--- src/rtl/sync_fifo_flex_if.sv ---
// sync_fifo_flex_if: producer/consumer bundle for sync_fifo_flex.
//   master: clr, push, wdata, pop, err_clr out; rdata, count, status flags in.
//   slave : the reverse, used by the FIFO itself.
interface sync_fifo_flex_if #(
    parameter int unsigned WIDTH = 16,
    parameter int unsigned DEPTH = 8
);
    localparam int unsigned CW = $clog2(DEPTH + 1);

    logic             clr;
    logic             push;
    logic [WIDTH-1:0] wdata;
    logic             pop;
    logic [WIDTH-1:0] rdata;
    logic [CW-1:0]    count;
    logic             full;
    logic             empty;
    logic             afull;
    logic             aempty;
    logic             err_clr;
    logic             overflow;
    logic             underflow;

    modport master (
        output clr, push, wdata, pop, err_clr,
        input  rdata, count, full, empty, afull, aempty, overflow, underflow
    );

    modport slave (
        input  clr, push, wdata, pop, err_clr,
        output rdata, count, full, empty, afull, aempty, overflow, underflow
    );
endinterface

--- src/rtl/sync_fifo_flex.sv ---
// sync_fifo_flex: single-clock FIFO for any DEPTH >= 2, with occupancy count,
// almost-full/almost-empty thresholds, synchronous flush, optional show-ahead
// (FWFT) read and sticky overflow/underflow flags.
//   clk   : clock
//   rst_n : asynchronous active-low reset
//   bus   : sync_fifo_flex_if.slave (clr, push/wdata, pop/rdata, count, flags,
//           err_clr, overflow, underflow)
module sync_fifo_flex #(
    parameter int unsigned WIDTH     = 16,
    parameter int unsigned DEPTH     = 8,
    parameter bit          FWFT      = 1'b0,
    parameter int unsigned AFULL_TH  = 6,
    parameter int unsigned AEMPTY_TH = 2
) (
    input  logic            clk,
    input  logic            rst_n,
    sync_fifo_flex_if.slave bus
);
    localparam int unsigned AW = $clog2(DEPTH);
    localparam int unsigned CW = $clog2(DEPTH + 1);

    localparam logic [AW-1:0] LastPtr = AW'(DEPTH - 1);
    localparam logic [CW-1:0] DepthC  = CW'(DEPTH);
    localparam logic [CW-1:0] AfullC  = CW'(AFULL_TH);
    localparam logic [CW-1:0] AemptyC = CW'(AEMPTY_TH);

    logic [WIDTH-1:0] mem [DEPTH];

    logic [AW-1:0] wptr_q, wptr_d;
    logic [AW-1:0] rptr_q, rptr_d;
    logic [CW-1:0] count_q, count_d;
    logic          overflow_q, overflow_d;
    logic          underflow_q, underflow_d;
    logic          pop_ok, push_ok;
    logic          full, empty;

    assign full  = (count_q == DepthC);
    assign empty = (count_q == '0);

    // A pop frees a slot in the same edge, so a full FIFO still takes push+pop.
    assign pop_ok  = bus.pop & ~empty;
    assign push_ok = bus.push & (~full | pop_ok);

    always_comb begin
        wptr_d  = wptr_q;
        rptr_d  = rptr_q;
        count_d = count_q;
        if (bus.clr) begin
            wptr_d  = '0;
            rptr_d  = '0;
            count_d = '0;
        end else begin
            // Explicit wrap so non-power-of-two depths work.
            if (push_ok) wptr_d = (wptr_q == LastPtr) ? '0 : wptr_q + AW'(1);
            if (pop_ok)  rptr_d = (rptr_q == LastPtr) ? '0 : rptr_q + AW'(1);
            case ({push_ok, pop_ok})
                2'b10:   count_d = count_q + CW'(1);
                2'b01:   count_d = count_q - CW'(1);
                default: count_d = count_q;
            endcase
        end
    end

    // Set beats clear; requests in a flush cycle are ignored and flag nothing.
    always_comb begin
        overflow_d  = (overflow_q & ~bus.err_clr) | (~bus.clr & bus.push & ~push_ok);
        underflow_d = (underflow_q & ~bus.err_clr) | (~bus.clr & bus.pop & ~pop_ok);
    end

    always_ff @(posedge clk or negedge rst_n) begin
        if (!rst_n) begin
            wptr_q      <= '0;
            rptr_q      <= '0;
            count_q     <= '0;
            overflow_q  <= 1'b0;
            underflow_q <= 1'b0;
        end else begin
            wptr_q      <= wptr_d;
            rptr_q      <= rptr_d;
            count_q     <= count_d;
            overflow_q  <= overflow_d;
            underflow_q <= underflow_d;
        end
    end

    // Storage is deliberately not reset.
    always_ff @(posedge clk) begin
        if (push_ok && !bus.clr) mem[wptr_q] <= bus.wdata;
    end

    generate
        if (FWFT) begin : g_fwft
            assign bus.rdata = empty ? '0 : mem[rptr_q];
        end else begin : g_reg
            logic [WIDTH-1:0] rdata_q;
            // Holds across rejected pops and flushes.
            always_ff @(posedge clk or negedge rst_n) begin
                if (!rst_n) begin
                    rdata_q <= '0;
                end else if (pop_ok && !bus.clr) begin
                    rdata_q <= mem[rptr_q];
                end
            end
            assign bus.rdata = rdata_q;
        end
    endgenerate

    assign bus.count     = count_q;
    assign bus.full      = full;
    assign bus.empty     = empty;
    assign bus.afull     = (count_q >= AfullC);
    assign bus.aempty    = (count_q <= AemptyC);
    assign bus.overflow  = overflow_q;
    assign bus.underflow = underflow_q;
endmodule

--- src/flat_wrapper.sv ---
// flat-port wrapper written by rule: the top's interface ports become plain ports
module sync_fifo_flex_flat 
#(
    parameter int unsigned WIDTH     = 16,
    parameter int unsigned DEPTH     = 8,
    parameter bit          FWFT      = 1'b0,
    parameter int unsigned AFULL_TH  = 6,
    parameter int unsigned AEMPTY_TH = 2
)
  (clk, rst_n, bus_clr, bus_push, bus_wdata, bus_pop, bus_err_clr, bus_rdata, bus_count, bus_full, bus_empty, bus_afull, bus_aempty, bus_overflow, bus_underflow);
  sync_fifo_flex_if #(.WIDTH(WIDTH), .DEPTH(DEPTH)) bus_i ();
  input  logic clk;
  input  logic rst_n;
  input wire logic [$bits(bus_i.clr)-1:0] bus_clr;
  input wire logic [$bits(bus_i.push)-1:0] bus_push;
  input wire logic [$bits(bus_i.wdata)-1:0] bus_wdata;
  input wire logic [$bits(bus_i.pop)-1:0] bus_pop;
  input wire logic [$bits(bus_i.err_clr)-1:0] bus_err_clr;
  output wire logic [$bits(bus_i.rdata)-1:0] bus_rdata;
  output wire logic [$bits(bus_i.count)-1:0] bus_count;
  output wire logic [$bits(bus_i.full)-1:0] bus_full;
  output wire logic [$bits(bus_i.empty)-1:0] bus_empty;
  output wire logic [$bits(bus_i.afull)-1:0] bus_afull;
  output wire logic [$bits(bus_i.aempty)-1:0] bus_aempty;
  output wire logic [$bits(bus_i.overflow)-1:0] bus_overflow;
  output wire logic [$bits(bus_i.underflow)-1:0] bus_underflow;
  assign bus_i.clr = bus_clr;
  assign bus_i.push = bus_push;
  assign bus_i.wdata = bus_wdata;
  assign bus_i.pop = bus_pop;
  assign bus_i.err_clr = bus_err_clr;
  assign bus_rdata = bus_i.rdata;
  assign bus_count = bus_i.count;
  assign bus_full = bus_i.full;
  assign bus_empty = bus_i.empty;
  assign bus_afull = bus_i.afull;
  assign bus_aempty = bus_i.aempty;
  assign bus_overflow = bus_i.overflow;
  assign bus_underflow = bus_i.underflow;
  sync_fifo_flex #(.WIDTH(WIDTH), .DEPTH(DEPTH), .FWFT(FWFT), .AFULL_TH(AFULL_TH), .AEMPTY_TH(AEMPTY_TH)) u_core (.clk(clk), .rst_n(rst_n), .bus(bus_i));
endmodule
--- config.mk ---
export PLATFORM = sky130hd
export DESIGN_NAME = sync_fifo_flex_flat
export DESIGN_NICKNAME = d
export VERILOG_FILES = /design/src/rtl/sync_fifo_flex_if.sv /design/src/rtl/sync_fifo_flex.sv /design/src/flat_wrapper.sv
export SDC_FILE = /design/constraint.sdc
export NUM_CORES = 1
export LEC_CHECK = 0
export CORE_MARGIN = 1
export CORE_UTILIZATION = 58
export CTS_CLUSTER_SIZE = 16
export DETAILED_ROUTE_END_ITERATION = 16
export GPL_TIMING_DRIVEN = 0
export HOLD_SLACK_MARGIN = 0.02
export PLACE_DENSITY = 0.76
export SETUP_SLACK_MARGIN = 0.02
export SLEW_MARGIN = 10
export SYNTH_ARGS = -nofsm -noshare
export SYNTH_HDL_FRONTEND = slang
export SYNTH_SLANG_ARGS = --single-unit
--- constraint.sdc ---
create_clock -name clk -period 4.25 [get_ports clk]
set_clock_uncertainty 0.2 [all_clocks]
set_input_delay 0.85 -clock clk [delete_from_list [all_inputs] [get_ports clk]]
set_output_delay 0.85 -clock clk [all_outputs]
set_load 0.005 [all_outputs]
### Yosys cells after proc, flatten, opt, wreduce, memory -nomap -nowiden

Memory sizes are Yosys's and may differ from the RTL's. A register that Yosys moved wholly into a read port is not among the register bits.
Cells that the tools add are included.

* add/subtract/negate cells: 4
* $mul: 0
* divide/modulo/power cells: 0
* $lt $le $gt $ge: 2
* equal/unequal tests: 5
* shift-type cells: 0
* mux-type cells: 10
* bitwise gates (word level): 17
* reduce and logical (&&, ||, !) cells: 8

Operators with widths (number)
* $mux W3: 6
* $and A1 B1 Y1: 8
* $pmux W4 S2: 1
* $add A3 B1 Y3 const B: 2
* $eq A3 B3 Y1 const B: 2
* $not A1 Y1: 6
* $add A4 B1 Y4 const B: 1
* $eq A4 B4 Y1 const B: 1
* $ge A4 B3 Y1 const B: 1
* $le A4 B2 Y1 const B: 1
* $logic_not A4 Y1: 1
* $mux W4: 1
* $reduce_bool A2 Y1: 2
* $sub A4 B1 Y4 const B: 1
* $or A1 B1 Y1: 3
* $reduce_bool A3 Y1: 1
* $eq A2 B1 Y1 const B: 1
* $eq A2 B2 Y1 const B: 1
* $logic_and A1 B1 Y1: 2
* $logic_not A1 Y1: 2
* $mux W1: 2

* register bits: 12
* latch bits: 0
* bits in writable memories: 128
* bits in read-only memories: 0
* input port bits: 22
* output and inout port bits: 26
* memories: 1

Memories
* u_core.mem: words 8, bits a word 16, read ports 1, clocked after Yosys merged registers in 1, write ports 1, line sync_fifo_flex.sv:27 `logic [WIDTH-1:0] mem [DEPTH];`

### Longest topological paths before layout

Gate-level depths: netlist of run 1.

* depth after elaboration: 8
* mapped depth: 10
* mapped depth without buffers: 8

### Worst setup path after synthesis of run 1

Ideal clock, no wire load.

* kind: input port to flip-flop
* from: input bus_pop
* to: memory u_core.mem[5][0], enable pin
* library setup time: 0.413 ns
* data arrival time: 2.838 ns
* setup slack: 0.799 ns
* stages: 5
* buffers on the path: 1
* path through: buf_2 -> inv_1 -> a31oi_2 -> nand3b_1 -> nor3b_1

* longest elaborated chain between the ends: 6

Ends and longest elaborated chain
* start, declared: line flat_wrapper.sv:17 `input wire logic [$bits(bus_i.pop)-1:0] bus_pop;`
* $and A1 B1 Y1: line sync_fifo_flex.sv:41 `assign pop_ok = bus.pop & ~empty;`
* $or A1 B1 Y1: line sync_fifo_flex.sv:42 `assign push_ok = bus.push & (~full | pop_ok);`
* $and A1 B1 Y1: line sync_fifo_flex.sv:42
* $logic_and A1 B1 Y1: line sync_fifo_flex.sv:88 `if (push_ok && !bus.clr) mem[wptr_q] <= bus.wdata;`
* $mux W1: line sync_fifo_flex.sv:88
* $mux W1 (implied by the code): line sync_fifo_flex.sv:88
* end, declared: line sync_fifo_flex.sv:27

Every way passes these cells.

### Worst setup path after layout of run 1

* from: register u_core.count_q[0], in the netlist u_core.bus.count[0]
* to: output bus_empty

* longest elaborated chain between the ends: 1

Ends and longest elaborated chain
* start, declared: line sync_fifo_flex.sv:31 `logic [CW-1:0] count_q, count_d;`
* start signal, assigned: line sync_fifo_flex.sv:80 `count_q <= count_d;`
* $logic_not A4 Y1: line sync_fifo_flex.sv:38 `assign empty = (count_q == '0);`
* end, declared: line flat_wrapper.sv:22 `output wire logic [$bits(bus_i.empty)-1:0] bus_empty;`

Every way passes these cells.

==> qor.yml, run 1 <==
cts_root_buffer: "clkbuf_8"
r2r-end: "u_core.bus.count[3]$_DFFE_PN0P_"
diodes: 0
ant_nets: 0
syn_inst: 413
vias_per_cell: 5.90
die_w_um: 107
max_freq_ghz: 0.298
cap_violations: 0
utilization: 0.741
hp-class: "input port to asynchronous set/reset pin"
syn-cell-area_um2: 6340
power.share.clock: 0.332
antenna_found_initial: 0
rrSetupSlack_ps: 1270
drt_iter0_drc: 279
multi_input_area_um2: 1690
syn-num-nets: 441
io_pins: 48
setup_viol: 0
rows: 37
power.internal_mw: 3.36
preCtsSetupSlack_ps: 433
clockBufferDepth: 2
synth_ff_type: "edfxtp_1"
fin_nets: 519
swShare: 0.281
rsz0062_at_grt: "false"
grt_pass1_vias: 3849
synthArstFlopShare: 0.179
arrival_ps: 2300
peakVddDrop_mv: 0.357
wl_um: 13500
outcome: "completed"
r2r_cells: 10
numCtsBuffers: 17
crit_path_end_kind: "output pin"
layout_commonest_cell: "edfxtp_1"
numClockSinks: 156
holdBufCountCts: 0
hold_violations: 0
grt_first_pass_wirelength_um: 21100
p_leak_nw: 2.72
setup_slack_ps: 899
power_switching_mw: 1.31
reg2reg_from: "u_core.bus.count[0]$_DFFE_PN0P_"
die-area_um2: 11400
avgSynthCellArea_um2: 15.4
drc_errors: 0
worst_pin_slew_ps: 1070
portBuffers: 47
final_area_um2: 7760
n_fill_cell: 670
place_congestion: 0.803
clkTransAtPathRegs_ps: 60
slew_violations: 0
grt_overflow: 0
area_delta_synth_final_pct: 22.3
firstDrtPassIters: 5
fin_setup_tns_ps: 0
vias: 3774
required_ps: 3200
timing.final.crit_share: 0.788
hpwlAfterDp_um: 8860
grt_max_degree: 29
h-tree-depth: 4
place_area_um2: 7140
crit_type: "register to output pin"
slew_headroom: 0.288
min_period_ps: 3350
track_usage: 0.261
yosysSeqAreaShare: 0.717
clock_latency_ps: 520
tritoncts: "built"
fp.dieH_um: 107
power_per_cell_area_nw_per_um2: 603
cts_resized: 0
final_cell_mix: "edfxtp_1 (128), mux2i_1 (68), clkdlybuf4s50_1 (46), nand2_1 (39), a22oi_1 (32)"
ys_warn_count: 0
regArea_um2: 4540
seq_power_share: 0.399
cts_setup_buffers: 0
wl_per_cell_um: 21.1
drive_above_1_share: 0.135
synth_edf_count: 128
start_util: 0.606
start_kind: "register"
crit_fanout: 9
synth_cell_types: 41
synth_seq_cells: 156
comb_power_share: 0.269
coreArea_um2: 10500
[worst max-delay path: stages, from the launching register on]
cell and delay [ps]:
dfrtp_1 430, buf_6 160, or4_1 490, buf_6 170, clkinv_4 50, clkdlybuf4s50_1 490
[worst max path at each step]
stage / depth (start not counted) / from / slack [ps] / to
after floorplan: 5 / bus_pop / 800 / u_core.mem[5][0]$_DFFE_PP_
after global placement: 6 / bus_pop / -990 / u_core.mem[5][7]$_DFFE_PP_
after detailed placement: 7 / bus_pop / 430 / u_core.mem[3][8]$_DFFE_PP_
after CTS: 5 / u_core.bus.count[0]$_DFFE_PN0P_ / 870 / bus_empty
after global routing: 7 / bus_pop / 780 / u_core.mem[3][10]$_DFFE_PP_
final: 5 / u_core.bus.count[0]$_DFFE_PN0P_ / 900 / bus_empty
[layer usage]
metal,share of wire,GRT usage,vias to the layer above
met2,0.51,0.429,120
li1,-,-,1746
met3,0.047,0.0540,23
met5,0,0,-
met4,0.020,0.111,0
met1,0.42,0.340,1885
[power by group through the flow]
stage	combinational (mW)	sequential (mW)	clock, mW
floorplan	0.763	1.89	0
global placement	1.21	1.89	0
detailed placement	1.25	1.89	0
CTS	1.26	1.87	1.57
global route	1.36	1.88	1.64
finish	1.26	1.87	1.55
[registers in the layout (all words and copies together) (netlist names)]
register              count
u_core.mem              128
u_core.bus.rdata         16
u_core.bus.count          4
u_core.rptr_q             3
u_core.wptr_q             3
u_core.bus.overflow       1
u_core.bus.underflow      1
[cell usage after synthesis, types with 2 or more instances]
cell / number / area share
nor3_1: 2 / 0.0016
a22oi_1: 32 / 0.038
clkbuf_1: 10 / 0.0059
mux2i_1: 68 / 0.11
a21oi_1: 7 / 0.0055
nor3b_1: 4 / 0.0047
nor2_1: 13 / 0.0077
a211oi_1: 2 / 0.0024
o21ai_1: 14 / 0.011
ha_1: 5 / 0.0099
buf_6: 2 / 0.0036
o211ai_1: 3 / 0.0036
buf_2: 10 / 0.0079
inv_1: 5 / 0.0030
nor2b_1: 2 / 0.0020
nand3_1: 7 / 0.0055
nand2b_1: 4 / 0.0039
and2_1: 2 / 0.0020
nand2_1: 39 / 0.023
dfrtp_1: 28 / 0.11
o21ai_0: 4 / 0.0032
edfxtp_1: 128 / 0.61
xor2_1: 2 / 0.0028
nand3b_1: 3 / 0.0036
[through the flow]
| step | cells | hold slack [ps] | total power [mW] |
|---|---|---|---|
| after floorplan | 413 | 273 | 2.65 |
| after global placement | 596 | 267 | 3.10 |
| after detailed placement | 608 | 277 | 3.14 |
| after CTS | 640 | 191 | 4.70 |
| after global routing | 640 | 217 | 4.88 |
| final | 640 | 181 | 4.67 |
[layout make-up]
cell class | instances | area share
inverter | 6 | 0.00355
timing repair buffer | 59 | 0.0765
buffer | 22 | 0.0142
clock inverter | 11 | 0.0216
tap | 136 | 0.0219
multi-input combinational | 229 | 0.218
clock buffer | 21 | 0.0579
sequential | 156 | 0.586
[cells by family (layout without fill, tap and decap cells)]
group,Yosys count,after routing,synth area share
flops,156,156,0.717
simple gates,81,81,0.0606
compound gates,71,71,0.0766
mux,68,68,0.107
buf+inv,28,119,0.0217
fa+ha+maj,6,6,0.0130
xor+xnor,3,3,0.00414
No activity file was read; power rests on OpenSTA's default activity.
==> inputs of run 2 (changes only) <==
==> constraint.sdc (replaced) <==
create_clock -name clk -period 3.3 [get_ports clk]
set_clock_uncertainty 0.2 [all_clocks]
set_input_delay 0.66 -clock clk [delete_from_list [all_inputs] [get_ports clk]]
set_output_delay 0.66 -clock clk [all_outputs]
set_load 0.005 [all_outputs]
==> run 2 against run 1 <==
Against the previous run: cell count increased by 0.16%; clock-buffer cell count is the same; non-clock buffer count rose by 1; clock power up 29%; sequential share of layout area fell by 0.12 points; combinational power grew 29%; via count up 0.61%; critical endpoint unchanged.
==> qor.yml, run 2 (synthesis results as in run 1) <==
drc_errors: 0  # unchanged
rsz0062_at_grt: "false"
max_freq_ghz: 0.316
portBuffers: 47  # unchanged
die-area_um2: 11400  # unchanged
final_area_um2: 7770  # +0.21%
cap_violations: 0  # unchanged
vias_per_cell: 5.92  # +0.45%
drt_iter0_drc: 312  # +12%
clockBufferDepth: 2  # unchanged
track_usage: 0.261  # about the same
io_pins: 48  # unchanged
hp-class: "register to register"
cp.buffers_inverters: 4  # unchanged
cts_root_buffer: "clkbuf_8"
crit_family: "buffers and inverters"
arrival_ps: 2300  # about the same
multi_input_area_um2: 1700  # +0.37%
n_fill_cell: 668  # -0.30%
vias: 3797  # +0.61%
rows: 37  # unchanged
regArea_um2: 4540  # unchanged
grt_pass1_vias: 3853  # +0.10%
crit_chain: "buf_6, or4_1, buf_6, clkinv_4, clkdlybuf4s50_1"
outcome: "completed"
grt_max_degree: 29  # unchanged
coreArea_um2: 10500  # unchanged
p_leak_nw: 2.73  # +0.16%
fin_setup_tns_ps: 0  # unchanged
ant_nets: 0  # unchanged
worst_pin_slew_ps: 1080  # +8.51 ps
wl_um: 13600  # +0.84%
largest_reg_flops: 128  # unchanged
whs_ps: 287  # +106 ps
wl_per_cell_um: 21.3  # +0.68%
slew_headroom: 0.283  # -0.00567
die_w_um: 107  # unchanged
fp.dieH_um: 107  # unchanged
layout_commonest_cell: "edfxtp_1"
clkTransAtPathRegs_ps: 60  # about the same
required_ps: 2440  # -760 ps
path_common_cell: "buf_6"
hold_violations: 0  # unchanged
crit_path_end_kind: "output pin"
clock_latency_ps: 520  # about the same
start_kind: "register"
diodes: 0  # unchanged
slew_violations: 0  # unchanged
area_delta_synth_final_pct: 22.6
peakVddDrop_mv: 0.468  # +31%
grt_first_pass_wirelength_um: 21100  # about the same
final_cell_mix: "edfxtp_1 (128), mux2i_1 (68), clkdlybuf4s50_1 (46), nand2_1 (39), a22oi_1 (32)"
place_area_um2: 7140  # unchanged
min_period_ps: 3160
h-tree-depth: 4  # unchanged
firstDrtPassIters: 5  # unchanged
fin_nets: 520  # +0.19%
crit_type: "register to output pin"
drive_above_1_share: 0.135  # -0.000267
regMostFlops: "u_core.mem"
crit_fanout: 9  # unchanged
place_congestion: 0.803  # unchanged
max_stage_delay_ps: 490  # about the same
numClockSinks: 156  # unchanged
start_util: 0.606  # unchanged
grt_overflow: 0  # unchanged
power_per_cell_area_nw_per_um2: 776  # +29%
timing.final.crit_share: 0.958
slowest_stage: "or4_1"
tritoncts: "built"
antenna_found_initial: 0  # unchanged
setup_viol: 0  # unchanged
hpwlAfterDp_um: 8860  # unchanged
numCtsBuffers: 17  # unchanged
run 2: cell types whose count changed in the layout (fill, tap and decap cells not counted):
cell / change
nor3b_4: +1
nor3b_2: -1
dlygate4sd3_1: +1
run 2: worst min-delay path, stage by stage, from the launching register on:
cell and delay [ps]:
dfrtp_1 340, nand2_1 50, o21ai_0 60
run 2: per-stage QoR:
step / worst slack [ps] / power, mW / utilization / instances
detailed placement: -327 / 4.05 / 0.682 / 608
floorplan: 39.0 / 3.41 / - / 413
finish: 139 / 6.03 / 0.743 / 641
CTS: 112 / 6.05 / 0.742 / 641
global placement: -1750 / 3.99 / 0.667 / 596
global route: 37.7 / 6.29 / 0.743 / 641
run 2: cell type report:
type	instances	area share
sequential	156	0.585
clock buffer	21	0.0578
tap	136	0.0219
clock inverter	11	0.0216
inverter	6	0.00354
buffer	22	0.0142
timing repair buffer	60	0.0776
multi-input combinational	229	0.219
run 2: final timing paths:
| check | start | end | slack (ps) | cells past startpoint |
|---|---|---|---|---|
| min | u_core.bus.rdata[15]$_DFFE_PN0P_ | u_core.bus.rdata[15]$_DFFE_PN0P_ | 290 | 2 |
| max | u_core.bus.count[0]$_DFFE_PN0P_ | bus_empty | 140 | 5 |
| max reg2reg | u_core.bus.count[0]$_DFFE_PN0P_ | u_core.bus.count[3]$_DFFE_PN0P_ | 320 | 10 |
| max in group asynchronous | rst_n | u_core.bus.rdata[9]$_DFFE_PN0P_ | 1840 | 2 |
| min in group asynchronous | rst_n | u_core.bus.rdata[7]$_DFFE_PN0P_ | 590 | 2 |
| min reg2reg | u_core.bus.rdata[15]$_DFFE_PN0P_ | u_core.bus.rdata[15]$_DFFE_PN0P_ | 290 | 2 |
run 2: per-layer routing:
layer,share of wire,vias to the layer above,global-route usage
met1,0.44,1911,0.340
met3,0.047,17,0.0540
li1,-,1747,-
met5,0,-,0
met2,0.50,122,0.429
met4,0.017,0,0.111
run 2: where the power goes:
| part | internal, mW | total, mW | switching [mW] |
|---|---|---|---|
| sequential | 2.29 | 2.40 | 0.115 |
| combinational | 0.774 | 1.62 | 0.847 |
| clock | 1.27 | 2.00 | 0.737 |
run 2: repair_timing:
item / CTS / global route
hold endpoints to repair: 28 / 0
hold buffers: 1 / 0
buffers inserted: 0 / 0
endpoints found under the setup margin: 0 / 6
resized for setup: 0 / 1
